### src/rtl/controle_busca.sv
// Fetch/execute sequencer for a tiny 4-bit accumulator machine: BUSCA presents pc, ESPERA latches the memory word, EXECUTA retires it.
// Every output is a flop; the reset is synchronous and active low.
module controle_busca #(
  parameter logic [3:0] ENDERECO_FINAL = 4'd15
) (
  input  logic       clock,
  input  logic       reset,
  input  logic       iniciar,
  input  logic [2:0] instrucao,
  input  logic [3:0] valor,
  output logic [3:0] posicaoMemoria,
  output logic [3:0] regA,
  output logic [3:0] regB,
  output logic [3:0] resultado,
  output logic       carry,
  output logic       ocupado,
  output logic       pronto,
  output logic       erro
);

  typedef enum logic [2:0] {
    OCIOSO  = 3'd0,
    BUSCA   = 3'd1,
    ESPERA  = 3'd2,
    EXECUTA = 3'd3,
    PARADO  = 3'd4
  } estado_t;

  estado_t    estado_q, estado_d;
  logic [3:0] pc_q, pc_d;
  logic [3:0] reg_a_q, reg_a_d;
  logic [3:0] reg_b_q, reg_b_d;
  logic [3:0] resultado_q, resultado_d;
  logic       carry_q, carry_d;
  logic       ocupado_q, ocupado_d;
  logic       pronto_q, pronto_d;
  logic       erro_q, erro_d;
  logic [2:0] ir_q, ir_d;
  logic [3:0] dado_q, dado_d;
  logic [4:0] soma;

  assign soma = {1'b0, reg_a_q} + {1'b0, reg_b_q};

  always_comb begin
    estado_d    = estado_q;
    pc_d        = pc_q;
    reg_a_d     = reg_a_q;
    reg_b_d     = reg_b_q;
    resultado_d = resultado_q;
    carry_d     = carry_q;
    pronto_d    = pronto_q;
    erro_d      = erro_q;
    ir_d        = ir_q;
    dado_d      = dado_q;

    case (estado_q)
      OCIOSO, PARADO: begin
        if (iniciar) begin
          estado_d    = BUSCA;
          pc_d        = 4'd0;
          reg_a_d     = 4'd0;
          reg_b_d     = 4'd0;
          resultado_d = 4'd0;
          carry_d     = 1'b0;
          pronto_d    = 1'b0;
          erro_d      = 1'b0;
        end
      end
      BUSCA: estado_d = ESPERA;
      ESPERA: begin
        ir_d     = instrucao;
        dado_d   = valor;
        estado_d = EXECUTA;
      end
      EXECUTA: begin
        case (ir_q)
          3'b000: reg_a_d = dado_q;
          3'b001: reg_b_d = dado_q;
          3'b010: {carry_d, resultado_d} = soma;
          3'b011: begin
            resultado_d = reg_a_q - reg_b_q;
            carry_d     = (reg_a_q < reg_b_q);
          end
          default: ;
        endcase
        // The last address stops the run instead of wrapping pc back to 0.
        if (!ir_q[2]) begin
          if (pc_q == ENDERECO_FINAL) begin
            pronto_d = 1'b1;
            estado_d = PARADO;
          end else begin
            pc_d     = pc_q + 4'd1;
            estado_d = BUSCA;
          end
        end else if (ir_q == 3'b100) begin
          pronto_d = 1'b1;
          estado_d = PARADO;
        end else begin
          erro_d   = 1'b1;
          estado_d = PARADO;
        end
      end
      default: estado_d = OCIOSO;
    endcase

    ocupado_d = (estado_d == BUSCA) || (estado_d == ESPERA) || (estado_d == EXECUTA);
  end

  always_ff @(posedge clock) begin
    if (!reset) begin
      estado_q    <= OCIOSO;
      pc_q        <= 4'd0;
      reg_a_q     <= 4'd0;
      reg_b_q     <= 4'd0;
      resultado_q <= 4'd0;
      carry_q     <= 1'b0;
      ocupado_q   <= 1'b0;
      pronto_q    <= 1'b0;
      erro_q      <= 1'b0;
      ir_q        <= 3'd0;
      dado_q      <= 4'd0;
    end else begin
      estado_q    <= estado_d;
      pc_q        <= pc_d;
      reg_a_q     <= reg_a_d;
      reg_b_q     <= reg_b_d;
      resultado_q <= resultado_d;
      carry_q     <= carry_d;
      ocupado_q   <= ocupado_d;
      pronto_q    <= pronto_d;
      erro_q      <= erro_d;
      ir_q        <= ir_d;
      dado_q      <= dado_d;
    end
  end

  assign posicaoMemoria = pc_q;
  assign regA           = reg_a_q;
  assign regB           = reg_b_q;
  assign resultado      = resultado_q;
  assign carry          = carry_q;
  assign ocupado        = ocupado_q;
  assign pronto         = pronto_q;
  assign erro           = erro_q;

endmodule

### config.mk
export PLATFORM = sky130hd
export DESIGN_NAME = controle_busca
export DESIGN_NICKNAME = d
export VERILOG_FILES = /design/src/rtl/controle_busca.sv
export SDC_FILE = /design/constraint.sdc
export NUM_CORES = 1
export LEC_CHECK = 0
export ABC_CLOCK_PERIOD_IN_PS = 1700
export CAP_MARGIN = 20
export CORE_UTILIZATION = 46
export CTS_CLUSTER_SIZE = 28
export DETAILED_ROUTE_END_ITERATION = 8
export GPL_TIMING_DRIVEN = 0
export PLACE_DENSITY = 0.81
export SETUP_SLACK_MARGIN = 0.4
export SLEW_MARGIN = 10
export SYNTH_ARGS = -nofsm -noshare
export SYNTH_HDL_FRONTEND = slang
export SYNTH_SLANG_ARGS = --single-unit
export TNS_END_PERCENT = 1
### constraint.sdc
create_clock -name clock -period 1.7 [get_ports clock]
set_clock_uncertainty 0.2 [all_clocks]
set_input_delay 0.255 -clock clock [delete_from_list [all_inputs] [get_ports clock]]
set_output_delay 0.255 -clock clock [all_outputs]
set_load 0.01 [all_outputs]
Word-level counts from Yosys, hierarchy flattened
Index checks and enable logic that the tools add are counted.
- reduce and logical (&&, ||, !) cells: 12
- order comparisons: 1
- multiplexer cells: 24
- equality and inequality tests: 22
- $add $sub $neg: 3
- operators by type and width (operator ; number):
    one-hot mux 4 bit (2 select lines) ; 5
    2-to-1 mux 4 bit ; 5
    equality test 3 x 2 -> 1 bit (second input constant) ; 6
    one-hot mux 3 bit (4 select lines) ; 1
    AND reduction 4 bit ; 3
    inequality test 2 bit (second input constant) ; 5
    equality test 3 x 1 -> 1 bit (second input constant) ; 3
    2-to-1 mux 3 bit ; 3
    AND reduction 3 bit ; 3
    one-hot mux 1 bit (2 select lines) ; 4
    equality test 3 bit (second input constant) ; 2
    zero test 3 bit ; 2
    2-to-1 mux 1 bit ; 6
    inequality test 3 bit (second input constant) ; 2
    adder 4 x 4 -> 5 bit ; 1
    adder 4 x 1 -> 4 bit (second input constant) ; 1
    equality test 4 bit (second input constant) ; 1
    less-than comparator 4 bit ; 1
    inequality test 2 x 1 -> 1 bit (second input constant) ; 2
    subtractor 4 bit ; 1
    inequality test 3 x 1 -> 1 bit (second input constant) ; 1
    logical OR 1 bit ; 2
    nonzero test 2 bit ; 1
    OR reduction 2 bit ; 1
- word-level logic and storage cells: 73
- bits of input ports: 10
- register bits: 30
- output and inout bits: 20

Logic depth before layout (Yosys ltp)
Gate-level depths: netlist (run 1).
- depth after elaboration: 7
- gate-level depth with buffers: 8
- gate-level depth less buffers: 8

Least setup slack after synthesis (run 1)
OpenSTA, ideal clock, no wires.
- path type: reg2reg
- from: reg reg_b_q[1], in the netlist regB[1]
- to: reg resultado_q[3], in the netlist resultado[3]
- path slack: -201 ps
- setup time: 95 ps
- arrival: 1605 ps
- stages on the path, launching flop included: 8
- required time: 1405 ps
- clock period less this slack: 1901 ps
- buffers on the path: 0
- path through: dfxtp_1 > inv_1 > ha_1 > nor2b_1 > or4_1 > o211ai_1 > nand4_1 > o311ai_1
- longest elaborated chain between the ends: 3
- elaborated cells between the ends (all ways): 4
- those cells by class: add/sub (2); mux (2)
- ends and longest elaborated chain (what ; RTL line ; source):
    start, declared ; 32 ; logic [3:0] reg_b_q, reg_b_d;
    start signal, assigned ; 126 ; reg_b_q <= reg_b_d;
    subtractor 4 bit / adder 4 x 4 -> 5 bit (equally long branches) ; 81, 42 ;
    one-hot mux 4 bit (2 select lines) * ; 76 ; case (ir_q)
    one-hot mux 4 bit (2 select lines) * ; 56 ; case (estado_q)
    end signal, assigned ; 127 ; resultado_q <= resultado_d;
    end, declared ; 33 ; logic [3:0] resultado_q, resultado_d;
Mark *: on every way between the ends. The rest lies on a longest branch, timed or not.
A chain may end at the register's enable or synchronous reset.

Worst setup path after layout (run 1)
Ends and elaborated chain as after synthesis.

==> results of run 1 <==
path summary, 6_finish.rpt:
| kind | cells after the start | from | end | slack (ns) |
|---|---|---|---|---|
| worst max-delay path | 7 | regB[1] | resultado[3] | -0.11 |
| worst min-delay path | 2 | erro | erro | 0.26 |
| worst max register to register | 7 | regB[1] | resultado[3] | -0.11 |
| worst min register to register | 2 | erro | erro | 0.26 |
layout by cell type (no fill, tap or decap), types with 2 or more instances in the layout:
cell and instances:
nor2_1 26, mux2i_1 14, dfxtp_2 14, nand2_1 11, dfxtp_1 10, a21oi_1 9
buf_6 9, clkdlybuf4s50_1 9, inv_1 7, o21ai_0 6, clkbuf_4 6, dfxtp_4 6
and2_1 5, ha_1 5, buf_2 5, nand3_1 4, nand3b_1 4, buf_4 4
nand4_1 4, clkdlybuf4s15_2 4, xnor2_1 3, nor2b_1 3, ha_2 3, dlygate4sd2_1 3
and3b_1 2, o311ai_1 2, clkbuf_2 2, nor3_1 2, nand2b_1 2, fa_2 2
clkbuf_1 2
registers in the layout, summed over array words and instances, names as in the netlist:
signal,cells
erro,1
carry,1
estado_q,3
ocupado,1
resultado,4
regA,4
ir_q,3
regB,4
pronto,1
posicaoMemoria,4
dado_q,4
stage by stage:
step / std cells / total power [mW] / cell area (sq um)
final: 257 / 1.67 / 2100
after global routing: 257 / 1.76 / 2100
after CTS: 257 / 1.66 / 2030
after detailed placement: 246 / 1.09 / 1910
after global placement: 246 / 1.07 / 1910
after floorplan: 173 / 0.995 / 1560
metal layers:
metal  track usage [%]  routed length (um)
met1              25.7                1590
met2              35.7                1690
met3              7.58                 202
met4              9.97                  64
met5                 0                   0
critical path, cell delays in order (launching register included):
cell and delay, ns:
dfxtp_4 0.38, inv_4 0.05, ha_4 0.20, nor2b_1 0.12, or4_1 0.39, o211ai_1 0.14, nand4_1 0.14, o311ai_1 0.09
what timing repair did:
item                       in CTS  in global routing
pin swaps                       3                  7
hold buffers                    0                  0
setup endpoints to repair      49                 45
buffers inserted                3                  0
gates resized for setup        94                 25
report_power, final:
group | switching (mW) | total, mW | leakage [nW] | internal [mW]
combinational | 0.172 | 0.330 | 0.551 | 0.157
sequential | 0.0447 | 0.780 | 0.254 | 0.735
clock | 0.248 | 0.559 | 0.0395 | 0.312
total | 0.465 | 1.67 | 0.845 | 1.20
cell families after synthesis:
family	synth area share, %
AOI/OAI and AO/OA	11.7
adders and majority gates	9.94
DFF	39.1
and+or+nand+nor	24.4
buffers and inverters	3.91
xor gates and xnor gates	1.71
muxes	9.13
cell type report:
type / instances / area, sq um
buffer: 6 / 51.3
clock buffer: 7 / 45.0
clock inverter: 1 / 30.0
fill: 267 / 1010
inverter: 9 / 36.3
multi-input combinational: 128 / 940
sequential: 30 / 641
tap: 44 / 55.1
timing repair buffer: 32 / 299
==> qor.csv, run 1 <==
stage,metric,value,unit
pwr,power per standard cell area,796,mW/mm^2
die,num rows,20,
placed_design,gpl congestion,0.780,
run_status,failing checks,negative setup slack,
synthesis,mean post-synth cell area,8.87,sq um
cts,number of CTS-inserted buffers,5,
drt,DRC viols,0,
placed_design,post-place setup slack,-0.351,ns
drt,Via Count,1370,
cts,clock slew at reported path FFs,0.10,ns
timing,Final Hold Viols,0,
drt,post-route ant nets,0,
finish,Area Growth Syn to Fin,36.6,%
critical_path,critical path launch point type,flop,
critical_path,Crit path required time,1.75,ns
run,max cap viols,0,
cts,Worst-Skew Late Latency,0.33,ns
timing,Final period util,106,%
drt,drt first pass iters,4,
synthesis,"Warnings, synthesis",0,
grt,global-route wire length before repair,5.79,mm
pwr,peak supply drop,0.487,mV
cts,Root Driver,clkbuf_4,
min_path,Hold Path Class,reg -> reg,
die,Die X,59.8,um
critical_path,Crit Path Max Fanout,4,
die,Die Span Y,59.8,um
synthesis,"EDFF count, synth",0,
grt,GRT Overall Usage,21.9,%
cts,clock sinks,30,
timing,RSZ-0062 raised after global routing,yes,
critical_path,WS Path Type,reg -> reg,
synthesis,synthesized area,0.00154,sq mm
finish,Post-Route Utilization,67.6,%
timing,max-slew violations,0,
finish,Final #Nets,233,
drt,wire length per cell,13.8,um
timing,hold slack final,0.260,ns
drt,DR vias/cell,5.33,
timing,FMAX,553,MHz
grt,initial antenna violation count,0,
finish,Antenna diodes,0,
drt,1st-iter DRT viols,73,
cts,htree depth,2,
synthesis,Post-Syn Instances,173,
placed_design,post-DP HPWL,2.56,mm
synthesis,Synth Flop Type,dfxtp_1,
synthesis,most numerous cell in the Yosys netlist,dfxtp_1,
synthesis,count of cell types in the netlist,40,
pwr,leakage,0.845,nW
drt,Post-Route WL,3.55,mm
finish,layout cell share with drive strength beyond 1,31.5,%
die,core area,0.00310,sq mm
cts,CTS tree,built,
synthesis,syn_nets,194,
timing,worst rel slew slack,74.5,%
critical_path,worst endpoint data arrival time,1.85,ns
run_status,outcome,"finished, violations left",
die,Initial Util,49.5,%
cts,Clock Path Buffers,2,
timing,minimum clock period,1.81,ns
grt,largest net degree at the start of global routing,11,
synthesis,Synth area leader,dfxtp_1,
synthesis,most area-consuming cells after synthesis,"dfxtp_1 39%, mux2i_1 9.1%, ha_1 7.3%, nor2_1 6.4%, a21oi_1 2.9%",
placed_design,input/output buffers,29,
timing,setup TNS,-0.219,ns
synthesis,Synth async-reset ratio,0,%
synthesis,#FFs+latches synth,30,
synthesis,area share of the largest cell type after synthesis,39.1,%
timing,setup ws final,-0.108,ns
timing,Worst-Margin Slew,0.383,ns
grt,grt total ovfl,0,
critical_path,Setup crit end kind,flop,
synthesis,post-synthesis sequential area ratio,39.1,%
synthesis,Post-synth top cells,"30 x dfxtp_1, 26 x nor2_1, 14 x mux2i_1",
die,Die ar.,0.00357,sq mm
grt,number of global-route vias before repair,1325,
timing,"Setup violations, final",4,
die,# IOs,30,
Power figures use the tool's default switching activity.
==> inputs of run 2 (changes only) <==
--- a/config.mk
+++ b/config.mk
@@ -8,10 +8,12 @@
 export ABC_CLOCK_PERIOD_IN_PS = 1700
 export CAP_MARGIN = 20
 export CORE_UTILIZATION = 46
+export CTS_CLUSTER_DIAMETER = 80
 export CTS_CLUSTER_SIZE = 28
 export DETAILED_ROUTE_END_ITERATION = 8
 export GPL_TIMING_DRIVEN = 0
 export PLACE_DENSITY = 0.81
+export RECOVER_POWER = 50
 export SETUP_SLACK_MARGIN = 0.4
 export SLEW_MARGIN = 10
 export SYNTH_ARGS = -nofsm -noshare
==> run 2 against run 1 <==
  * The flow still finishes with violations (negative setup slack)
  * Worst hold slack better by 0.0020 ns
  * Register-to-register slack about the same
  * Clock power about the same
  * Sequential power about the same
  * Power down 0.10%
  * Clock-buffer cell count unchanged
  * Critical endpoint unchanged
  * Largest cell class unchanged
==> qor.csv, run 2 (synthesized netlist as in run 1, its figures left out) <==
stage,metric,value,unit,change
critical_path,Crit path required time,1.75,ns,about the same
die,Die X,59.8,um,unchanged
grt,global-route wire length before repair,5.79,mm,unchanged
placed_design,placed inst area,0.00191,sq mm,unchanged
cts,CTS tree,built,,
cts,hold_buf cts,0,,unchanged
finish,Final #Nets,233,,unchanged
pwr,peak supply drop,0.487,mV,about the same
placed_design,input/output buffers,29,,unchanged
critical_path,Setup crit end kind,flop,,
critical_path,Crit Path Max Fanout,4,,unchanged
timing,worst rel slew slack,74.5,%,unchanged
min_path,WHS Endpoint,erro,,
min_path,worst min-delay path startpoint,erro,,
critical_path,CP peak stage delay,0.39,ns,about the same
grt,GRT Overall Usage,21.9,%,unchanged
min_path,Hold Path Class,reg -> reg,,
critical_path,launch point of the worst path,regB[1],,
die,# IOs,30,,unchanged
cts,Worst-Skew Late Latency,0.33,ns,about the same
run,max cap viols,0,,unchanged
pwr,power per standard cell area,797,mW/mm^2,+0.20%
timing,FMAX,553,MHz,unchanged
pwr,leakage,0.840,nW,-0.63%
critical_path,worst endpoint data arrival time,1.85,ns,about the same
timing,Final Hold Viols,0,,unchanged
critical_path,"delay-heaviest family, CP",simple AND/OR/NAND/NOR gates,,
die,Die Span Y,59.8,um,unchanged
finish,Non-Filler Instances,257,,unchanged
cts,Clock Path Buffers,2,,unchanged
timing,Worst-Margin Slew,0.383,ns,unchanged
timing,"Setup violations, final",4,,unchanged
critical_path,R2R depth,7,,unchanged
placed_design,gpl congestion,0.780,,unchanged
timing,max-slew violations,0,,unchanged
drt,post-route ant nets,0,,unchanged
critical_path,R2R Setup Slk,-0.11,ns,about the same
placed_design,placed cells,246,,unchanged
die,num rows,20,,unchanged
cts,htree depth,2,,unchanged
cts,clock slew at reported path FFs,0.10,ns,about the same
critical_path,critical path launch point type,flop,,
min_path,hold path cells,2,,unchanged
finish,fillers,270,,+1.1%
grt,number of global-route vias before repair,1325,,unchanged
critical_path,WS Path Type,reg -> reg,,
cts,number of CTS-inserted buffers,5,,unchanged
critical_path,slowest cell on the critical path,or4_1,,
run_status,outcome,"finished, violations left",,
finish,Antenna diodes,0,,unchanged
placed_design,post-DP HPWL,2.56,mm,unchanged
finish,final instance area,0.00209,sq mm,-0.30%
timing,Final period util,106,%,unchanged
finish,Area Growth Syn to Fin,36.2,%,
finish,most frequent cells in the layout,"26 x nor2_1, 14 x mux2i_1, 14 x dfxtp_1, 11 x nand2_1, 10 x dfxtp_2",,
grt,largest net degree at the start of global routing,11,,unchanged
finish,layout cell share with drive strength beyond 1,29.1,%,-2.3 points
grt,grt total ovfl,0,,unchanged
cts,clock sinks,30,,unchanged
timing,setup ws final,-0.108,ns,unchanged
timing,RSZ-0062 raised after global routing,yes,,
critical_path,Worst Path Buf+Inv,1,,unchanged
drt,drt first pass iters,4,,unchanged
cts,Root Driver,clkbuf_4,,
timing,minimum clock period,1.81,ns,unchanged
run_status,failing checks,negative setup slack,,
drt,Via Count,1370,,unchanged
critical_path,Crit Reg-Reg Startpoint,regB[1],,
drt,DR vias/cell,5.33,,unchanged
drt,wire length per cell,13.8,um,about the same
drt,DRC viols,0,,unchanged
die,Die ar.,0.00357,sq mm,unchanged
die,core area,0.00310,sq mm,unchanged
drt,Post-Route WL,3.55,mm,about the same
finish,"commonest non-fill, non-tap cell in the layout",nor2_1,,
timing,setup TNS,-0.219,ns,-0.00000400 ns
critical_path,R2R Path End,resultado[3],,
drt,1st-iter DRT viols,73,,unchanged
critical_path,critical path cell sequence,inv_4 > ha_4 > nor2b_1 > or4_1 > o211ai_1 > nand4_1 > o311ai_1,,
grt,initial antenna violation count,0,,unchanged
die,Initial Util,49.5,%,unchanged
run 2: repair_timing:
item / 4_1_cts / 5_1_grt
cloned: 0 / 0
endpoints found under the setup margin: 49 / 45
pin swaps: 3 / 7
buffers inserted: 3 / 0
gates resized for setup: 94 / 25
run 2: tightest hold or removal path, cell delays in order (launching register included):
cell and delay (ns):
dfxtp_1 0.32, nand2_1 0.05, a21oi_1 0.05
run 2: power breakdown:
group / internal (mW) / switching [mW]
clock network: 0.312 / 0.248
logic: 0.155 / 0.172
registers: 0.735 / 0.0450
run 2: final cells by class:
type                    count  area, sq um  area share [%]
repair buffers             32          298            14.2
flip-flops and latches     30          636            30.4
multi-input cells         128          940            44.9
well taps                  44         55.1            2.63
inverters                   9         36.3            1.74
clock buffers               7         45.0            2.15
clock inverters             1         30.0            1.44
plain buffers               6         51.3            2.45
run 2: worst max path at each step:
stage	endpoint	depth (start not counted)	slack (ns)
floorplan	resultado[3]	7	-0.007
global placement	posicaoMemoria[3]	5	-0.24
detailed placement	posicaoMemoria[3]	5	-0.35
CTS	resultado[3]	7	-0.09
global route	carry	8	-0.16
finish	resultado[3]	7	-0.11
run 2: layer usage:
layer	track usage, %	vias to the layer above	share of wire [%]
li1	-	678	-
met5	0	-	0
met2	35.7	42	48
met4	9.97	0	1.8
met1	25.7	641	45
met3	7.58	9	5.7
run 2: stage by stage:
stage / total power [mW] / setup WS [ns] / hold WS, ns / util, %
after floorplan: 0.995 / -0.00681 / 0.171 / -
after global placement: 1.07 / -0.242 / 0.247 / 61.5
after detailed placement: 1.09 / -0.351 / 0.258 / 61.5
after CTS: 1.66 / -0.0884 / 0.266 / 65.4
after global routing: 1.75 / -0.157 / 0.285 / 67.4
final: 1.67 / -0.108 / 0.262 / 67.4
==> inputs of run 3 (changes only) <==
--- a/config.mk
+++ b/config.mk
@@ -15,7 +15,6 @@
 export PLACE_DENSITY = 0.81
 export RECOVER_POWER = 50
 export SETUP_SLACK_MARGIN = 0.4
-export SLEW_MARGIN = 10
 export SYNTH_ARGS = -nofsm -noshare
 export SYNTH_HDL_FRONTEND = slang
 export SYNTH_SLANG_ARGS = --single-unit
==> results of run 3 <==
Final layout, timing and power as in run 2 (identical DEF).
